<file path="src/rtl/memory_arbiter.sv">
// Round-robin arbiter sharing one combinational memory read port between
// code fetch (requester 0) and data read (requester 1), with programmable wait states.
module memory_arbiter #(
  parameter int ADDR_WIDTH  = 32,
  parameter int DATA_WIDTH  = 32,
  parameter int DEPTH       = 32,
  parameter int WAIT_STATES = 1
) (
  input  logic                  clock,
  input  logic                  reset,
  input  logic [1:0]            req_valid,
  input  logic [ADDR_WIDTH-1:0] req_addr0,
  input  logic [ADDR_WIDTH-1:0] req_addr1,
  output logic [1:0]            req_ready,
  output logic [1:0]            rsp_valid,
  output logic [DATA_WIDTH-1:0] rsp_data,
  output logic                  rsp_error,
  output logic [ADDR_WIDTH-1:0] mem_address,
  input  logic [DATA_WIDTH-1:0] mem_read_data,
  output logic                  busy
);

  typedef enum logic {
    IDLE = 1'b0,
    BUSY = 1'b1
  } state_t;

  localparam logic [3:0]            WAIT_CNT   = 4'(WAIT_STATES);
  localparam logic [ADDR_WIDTH-1:0] DEPTH_ADDR = ADDR_WIDTH'(DEPTH);

  state_t                state_q, state_d;
  logic                  rr_q, rr_d;       // 1 = requester 1 preferred on a tie
  logic                  id_q, id_d;
  logic [3:0]            cnt_q, cnt_d;
  logic [ADDR_WIDTH-1:0] mem_address_q, mem_address_d;
  logic [1:0]            rsp_valid_q, rsp_valid_d;
  logic [DATA_WIDTH-1:0] rsp_data_q, rsp_data_d;
  logic                  rsp_error_q, rsp_error_d;
  logic [1:0]            grant_s;
  logic                  out_of_range_s;

  assign out_of_range_s = (mem_address_q >= DEPTH_ADDR);

  // Grant selection: only offered while idle, ties broken by the round-robin pointer
  always_comb begin
    grant_s = 2'b00;
    if (state_q == IDLE) begin
      case (req_valid)
        2'b01:   grant_s = 2'b01;
        2'b10:   grant_s = 2'b10;
        2'b11:   grant_s = rr_q ? 2'b10 : 2'b01;
        default: grant_s = 2'b00;
      endcase
    end else begin
      grant_s = 2'b00;
    end
  end

  // Next-state and next-output computation for the IDLE/BUSY sequencer
  always_comb begin
    state_d       = state_q;
    rr_d          = rr_q;
    id_d          = id_q;
    cnt_d         = cnt_q;
    mem_address_d = mem_address_q;
    rsp_valid_d   = 2'b00;
    rsp_data_d    = rsp_data_q;
    rsp_error_d   = rsp_error_q;
    case (state_q)
      IDLE: begin
        if (grant_s != 2'b00) begin
          id_d          = grant_s[1];
          mem_address_d = grant_s[1] ? req_addr1 : req_addr0;
          cnt_d         = WAIT_CNT;
          rr_d          = !grant_s[1];
          state_d       = BUSY;
        end else begin
          state_d = IDLE;
        end
      end
      BUSY: begin
        if (cnt_q != 4'd0) begin
          cnt_d = cnt_q - 4'd1;
        end else begin
          // Out-of-range reads never expose whatever the memory model returns
          rsp_data_d  = out_of_range_s ? {DATA_WIDTH{1'b0}} : mem_read_data;
          rsp_error_d = out_of_range_s;
          rsp_valid_d = id_q ? 2'b10 : 2'b01;
          state_d     = IDLE;
        end
      end
      default: state_d = IDLE;
    endcase
  end

  // State and output registers with synchronous reset
  always_ff @(posedge clock) begin
    if (reset) begin
      state_q       <= IDLE;
      rr_q          <= 1'b0;
      id_q          <= 1'b0;
      cnt_q         <= 4'd0;
      mem_address_q <= {ADDR_WIDTH{1'b0}};
      rsp_valid_q   <= 2'b00;
      rsp_data_q    <= {DATA_WIDTH{1'b0}};
      rsp_error_q   <= 1'b0;
    end else begin
      state_q       <= state_d;
      rr_q          <= rr_d;
      id_q          <= id_d;
      cnt_q         <= cnt_d;
      mem_address_q <= mem_address_d;
      rsp_valid_q   <= rsp_valid_d;
      rsp_data_q    <= rsp_data_d;
      rsp_error_q   <= rsp_error_d;
    end
  end

  assign req_ready   = grant_s;
  assign rsp_valid   = rsp_valid_q;
  assign rsp_data    = rsp_data_q;
  assign rsp_error   = rsp_error_q;
  assign mem_address = mem_address_q;
  assign busy        = (state_q == BUSY);

endmodule

</file>
<file path="config.mk">
export PLATFORM = sky130hd
export DESIGN_NAME = memory_arbiter
export DESIGN_NICKNAME = d
export VERILOG_FILES = /design/src/rtl/memory_arbiter.sv
export SDC_FILE = /design/constraint.sdc
export NUM_CORES = 1
export LEC_CHECK = 0
export ABC_CLOCK_PERIOD_IN_PS = 4600
export BUFFER_PORTS_ARGS = -buffer_cell sky130_fd_sc_hd__buf_2
export CAP_MARGIN = 20
export CORE_ASPECT_RATIO = 0.5
export CORE_MARGIN = 3
export CORE_UTILIZATION = 34
export DETAILED_ROUTE_END_ITERATION = 8
export MAX_ROUTING_LAYER = met4
export PLACE_DENSITY = 0.72
export SYNTH_ARGS = -nofsm -noshare
export SYNTH_HDL_FRONTEND = slang
export SYNTH_SLANG_ARGS = --single-unit
</file>
<file path="constraint.sdc">
create_clock -name clock -period 4.6 [get_ports clock]
set_clock_uncertainty 0.05 [all_clocks]
set_input_delay 0.46 -clock clock [delete_from_list [all_inputs] [get_ports clock]]
set_output_delay 0.46 -clock clock [all_outputs]
set_load 0.02 [all_outputs]
</file>
After elaboration in Yosys (flattened, before gate mapping)
Cells that the tools add are included.

storage, ports and cells
  bits in registers = 74
  output and inout bits = 70
  word-level logic and storage cells = 36

operators by class
  add/sub/neg operators = 1
  order comparisons = 1
  eq/ne operators = 5
  muxes and demuxes = 12
  bitwise logic cells = 2
  reductions and logical operators = 7

operators by type and width
  operator               count
  $mux W32               2
  $ge A32 B6 Y1 const B  1
  $mux W4                2
  $pmux W4 S2            1
  $mux W2                3
  $pmux W2 S3            1
  $reduce_and A2 Y1      3
  $eq A2 B2 Y1 const B   2
  $ne A2 B1 Y1 const B   2
  $reduce_bool A4 Y1     1
  $sub A4 B1 Y4 const B  1
  $reduce_or A3 Y1       1
  $eq A2 B1 Y1 const B   1
  $mux W1                2
  $not A1 Y1             2
  $pmux W1 S2            1
  $reduce_bool A2 Y1     1
  $logic_not A1 Y1       1

Depth between registers and ports, before layout
  depth after elaboration = 6
  depth in mapped cells = 7
  mapped depth without buffers = 6

Worst setup path after synthesis
Ideal clock, no wire load.

  kind = reg-to-output
  start = register state_q, in the netlist busy
  end = output req_ready[1]
  arrival time = 1.141 ns
  setup slack = 2.949 ns
  stages on the path, launching flop included = 6
  path buffers = 3
  cell sequence = dfxtp_1 > buf_4 > inv_2 > o211a_1 > clkbuf_1 > buf_2

between the ends
  longest elaborated chain between the ends = 1

ends and longest elaborated chain
  item                    RTL line  source
  from (decl)             31        state_t state_q, state_d;
  from (signal assigned)  108       state_q <= state_d;
  $mux W2                 47        if (state_q == IDLE) begin
  to (decl)               14        output logic [1:0] req_ready,

No other way between the ends.

Final worst setup path
Same ends and word-level chain as after synthesis.

==> metrics.md <==
| Metric | Value |
|---|---|
| Outcome | complete, no violations |
| Worst slew pin tran | ~1.0 ns |
| #FFs+latches synth | 74 |
| Power per cell area | about 430 nW/µm² |
| Setup violation total in the final timing report | 0 |
| Worst r2r dst | rsp_data[19] |
| Starting density of the core | 0.3600 |
| Clock transition at path regs | 0.06 ns |
| Total die area | just over 9000 µm² |
| Syn Nets | ~360 |
| Setup TNS | 0 ns |
| Fraction of layout cells with a size suffix above 1 | 0.4614 |
| Most used standard cell by instance count after synthesis | dfxtp_1 |
| Syn Area/Cell | slightly above 10 µm² |
| Via/cell ratio | 5.043 |
| # H-tree levels | 3 |
| DP Worst Slack | 2.267 ns |
| Worst-case clock buffer depth | 2 |
| Non-Filler Instances | around 540 |
| Worst-Skew Late Latency | approximately 0.33 ns |
| Die W | 132.1 µm |
| Max_cap viols | 0 |
| Final ANT Viol Nets | 0 |
| Placer Congestion | 0.8015 |
| Worst hold path type | input port to register |
| Area Overhead vs Synth | 45.79% |
| Final Hold Vio Count | 0 |
| Worst r2r src | mem_address[23] |
| Worst slew margin | 0.3017 |
| Synth top area cells | dfxtp_1 55%, a22o_1 10%, a222oi_1 8.5%, nor2_1 4.2%, a21oi_1 2.6% |
| Final WL | around 7700 µm |
| CTS Sinks | 74 |
| Root buffer cell | clkbuf_16 |
| CORE AREA | 7515 µm² |
| Max frequency | approximately 400 MHz |
| Post-CTS Setup Inserts | 0 |
| Cts hold-fix bufs | 0 |
| Post-synthesis sequential area ratio | 0.5476 |
| List of most frequent post-synthesis cells | 74 x dfxtp_1, 32 x a22o_1, 30 x nor2_1 |
| Largest net degree at the start of global routing | 43 |
| Total GRT Usage | 0.1647 |
| TritonCTS clock tree | yes |
| DIE HEIGHT | 69.07 µm |
| Number of global-route vias before repair | around 2500 |
| Final critical-path required period | approximately 2.5 ns |
| Critical path arrival | 1.99 ns |
| DR vias | roughly 2700 |
| CP required | 4.09 ns |
| Total CTS buffers | 9 |
| EDFF count, synth | 0 |
| Maximum fanout along the worst path | 34 |
| Max Transition Viols Final | 0 |
| LEAKAGE | around 1.9 nW |
| Initial antenna violation count | 0 |
| Synth Flop Type | dfxtp_1 |
| PostCTS Resize Cnt | 0 |
| Nets | about 520 |
| I/O pin count | 170 |
| Pre-antenna DRT Iters | 8 |
| Yosys top cell by area | dfxtp_1 |
| First-pass GRT wire length | roughly 12000 µm |
| Post-route DRC | 0 |
| Max VDD drop | ~200 µV |
| Filler instances | about 700 |
| Yosys Warn Count | 0 |
| Critical Path End | req_ready[1] |
| Unrepaired setup endpoints after global routing | no |
| Worst R2R Path Depth | 5 |
| Grt total ovfl | 0 |
| Share of synthesized registers carrying an async set or reset | 0 |
| Final worst slack | approximately 2.1 ns |
| Area of the mapped netlist | between 2000 and 3000 µm² |
| Critical path class | register to output port |
| WL per Instance | 14.33 µm |
| CP endpoint kind | output port |
| Overall power | approximately 1.7 mW |
| CP max stage cell | o211a_1 |
| Netlist cell types | 35 |
| Largest stage delay on the critical path | around 0.84 ns |
| Worst setup SP type | register |
| Critical Path Source | busy |
| Hold path start | mem_read_data[22] |
| Post-synth top area share | 0.5476 |
| Starting DRT DRC Count | 180 |
| Port bufs | about 170 |
| Dpl cells | 519 |
| FF-to-FF setup slack | around 2.5 ns |
| # diodes | 0 |
| Syn Inst Count | roughly 260 |
| Period utilisation layout | 0.5431 |
| Detailed-placement wirelength estimate | 5600 µm |
| Worst-path cell chain | inv_2, o211a_1, buf_2 |
| Row cnt | 22 |
-- cells in the final DEF (no fill, tap or decap), drive strengths merged, types with 2 or more instances in the layout --
master,n
a222oi,23
nor4,6
nor3,2
nand2b,2
clkbuf,11
buf,173
inv,7
nand2,12
a21oi,14
nand3,4
and2,9
nor2,30
a22o,32
bufinv,2
dfxtp,74
o22ai,9
a211oi,2
or3,2
-- power by group --
part	internal, mW	total [mW]	switching (mW)	leakage (nW)
combinational	0.106	0.254	0.148	1.16
sequential	0.675	0.702	0.0266	0.604
clock	0.493	0.755	0.262	0.157
-- sequential cells by signal, summed over array words and instances, names as in the netlist --
signal       cells
rsp_data        32
rr_q             1
rsp_valid        2
id_q             1
mem_address     32
busy             1
rsp_error        1
cnt_q            4
-- final cells by class --
type	instances	area, µm²	area share
Sequential cell	74	1481	0.3756
Inverter	5	18.77	0.004759
Multi-Input combinational cell	159	1097	0.2782
Timing Repair Buffer	173	883.3	0.2240
Tap cell	108	135.1	0.03426
Clock inverter	5	85.08	0.02157
Clock buffer	11	242.7	0.06155
-- stage by stage --
stage	hold WS (ns)	utilization	area [µm²]
6_report	0.2855	0.5248	3944
5_1_grt	0.2711	0.5248	3944
4_1_cts	0.2757	0.5248	3944
3_5_place_dp	0.4007	0.4812	3616
3_3_place_gp	0.3887	0.4792	3601
2_1_floorplan	0.3636	-	2705
-- cell families (layout without fill, tap and decap cells) --
kind of cell	count (synthesis)	count (layout)	synth area share
AOI/OAI and AO/OA	86	86	0.2599
adders and majority gates	1	1	0.004625
buffers and inverters	28	194	0.05180
DFF	74	74	0.5476
muxes	1	1	0.003700
and+or+nand+nor	71	71	0.1323
-- layer usage --
layer  track usage  share of wire  vias to the layer above
met5             -              0                        -
met3       0.05394          0.053                       14
met1        0.1938           0.43                     1275
met4       0.05588          0.017                        0
li1              -              -                     1322
met2        0.2673           0.50                       87
-- how the worst min path moves through the flow --
stage / end / slack, ns / cells after the start
after floorplan: rsp_valid[0] / 0.36 / 1
after global placement: rsp_valid[0] / 0.39 / 1
after detailed placement: rsp_valid[1] / 0.40 / 2
after CTS: rsp_data[22] / 0.28 / 2
after global routing: rsp_data[22] / 0.27 / 2
final: rsp_data[22] / 0.29 / 2
-- worst max-delay path: cells and delay by family, from the launching register on --
family	cells	cell delay, ns
DFF	1	0.41
buffers and inverters	2	0.40
AOI/OAI and AO/OA	1	0.84
Power figures use the tool's default switching activity.
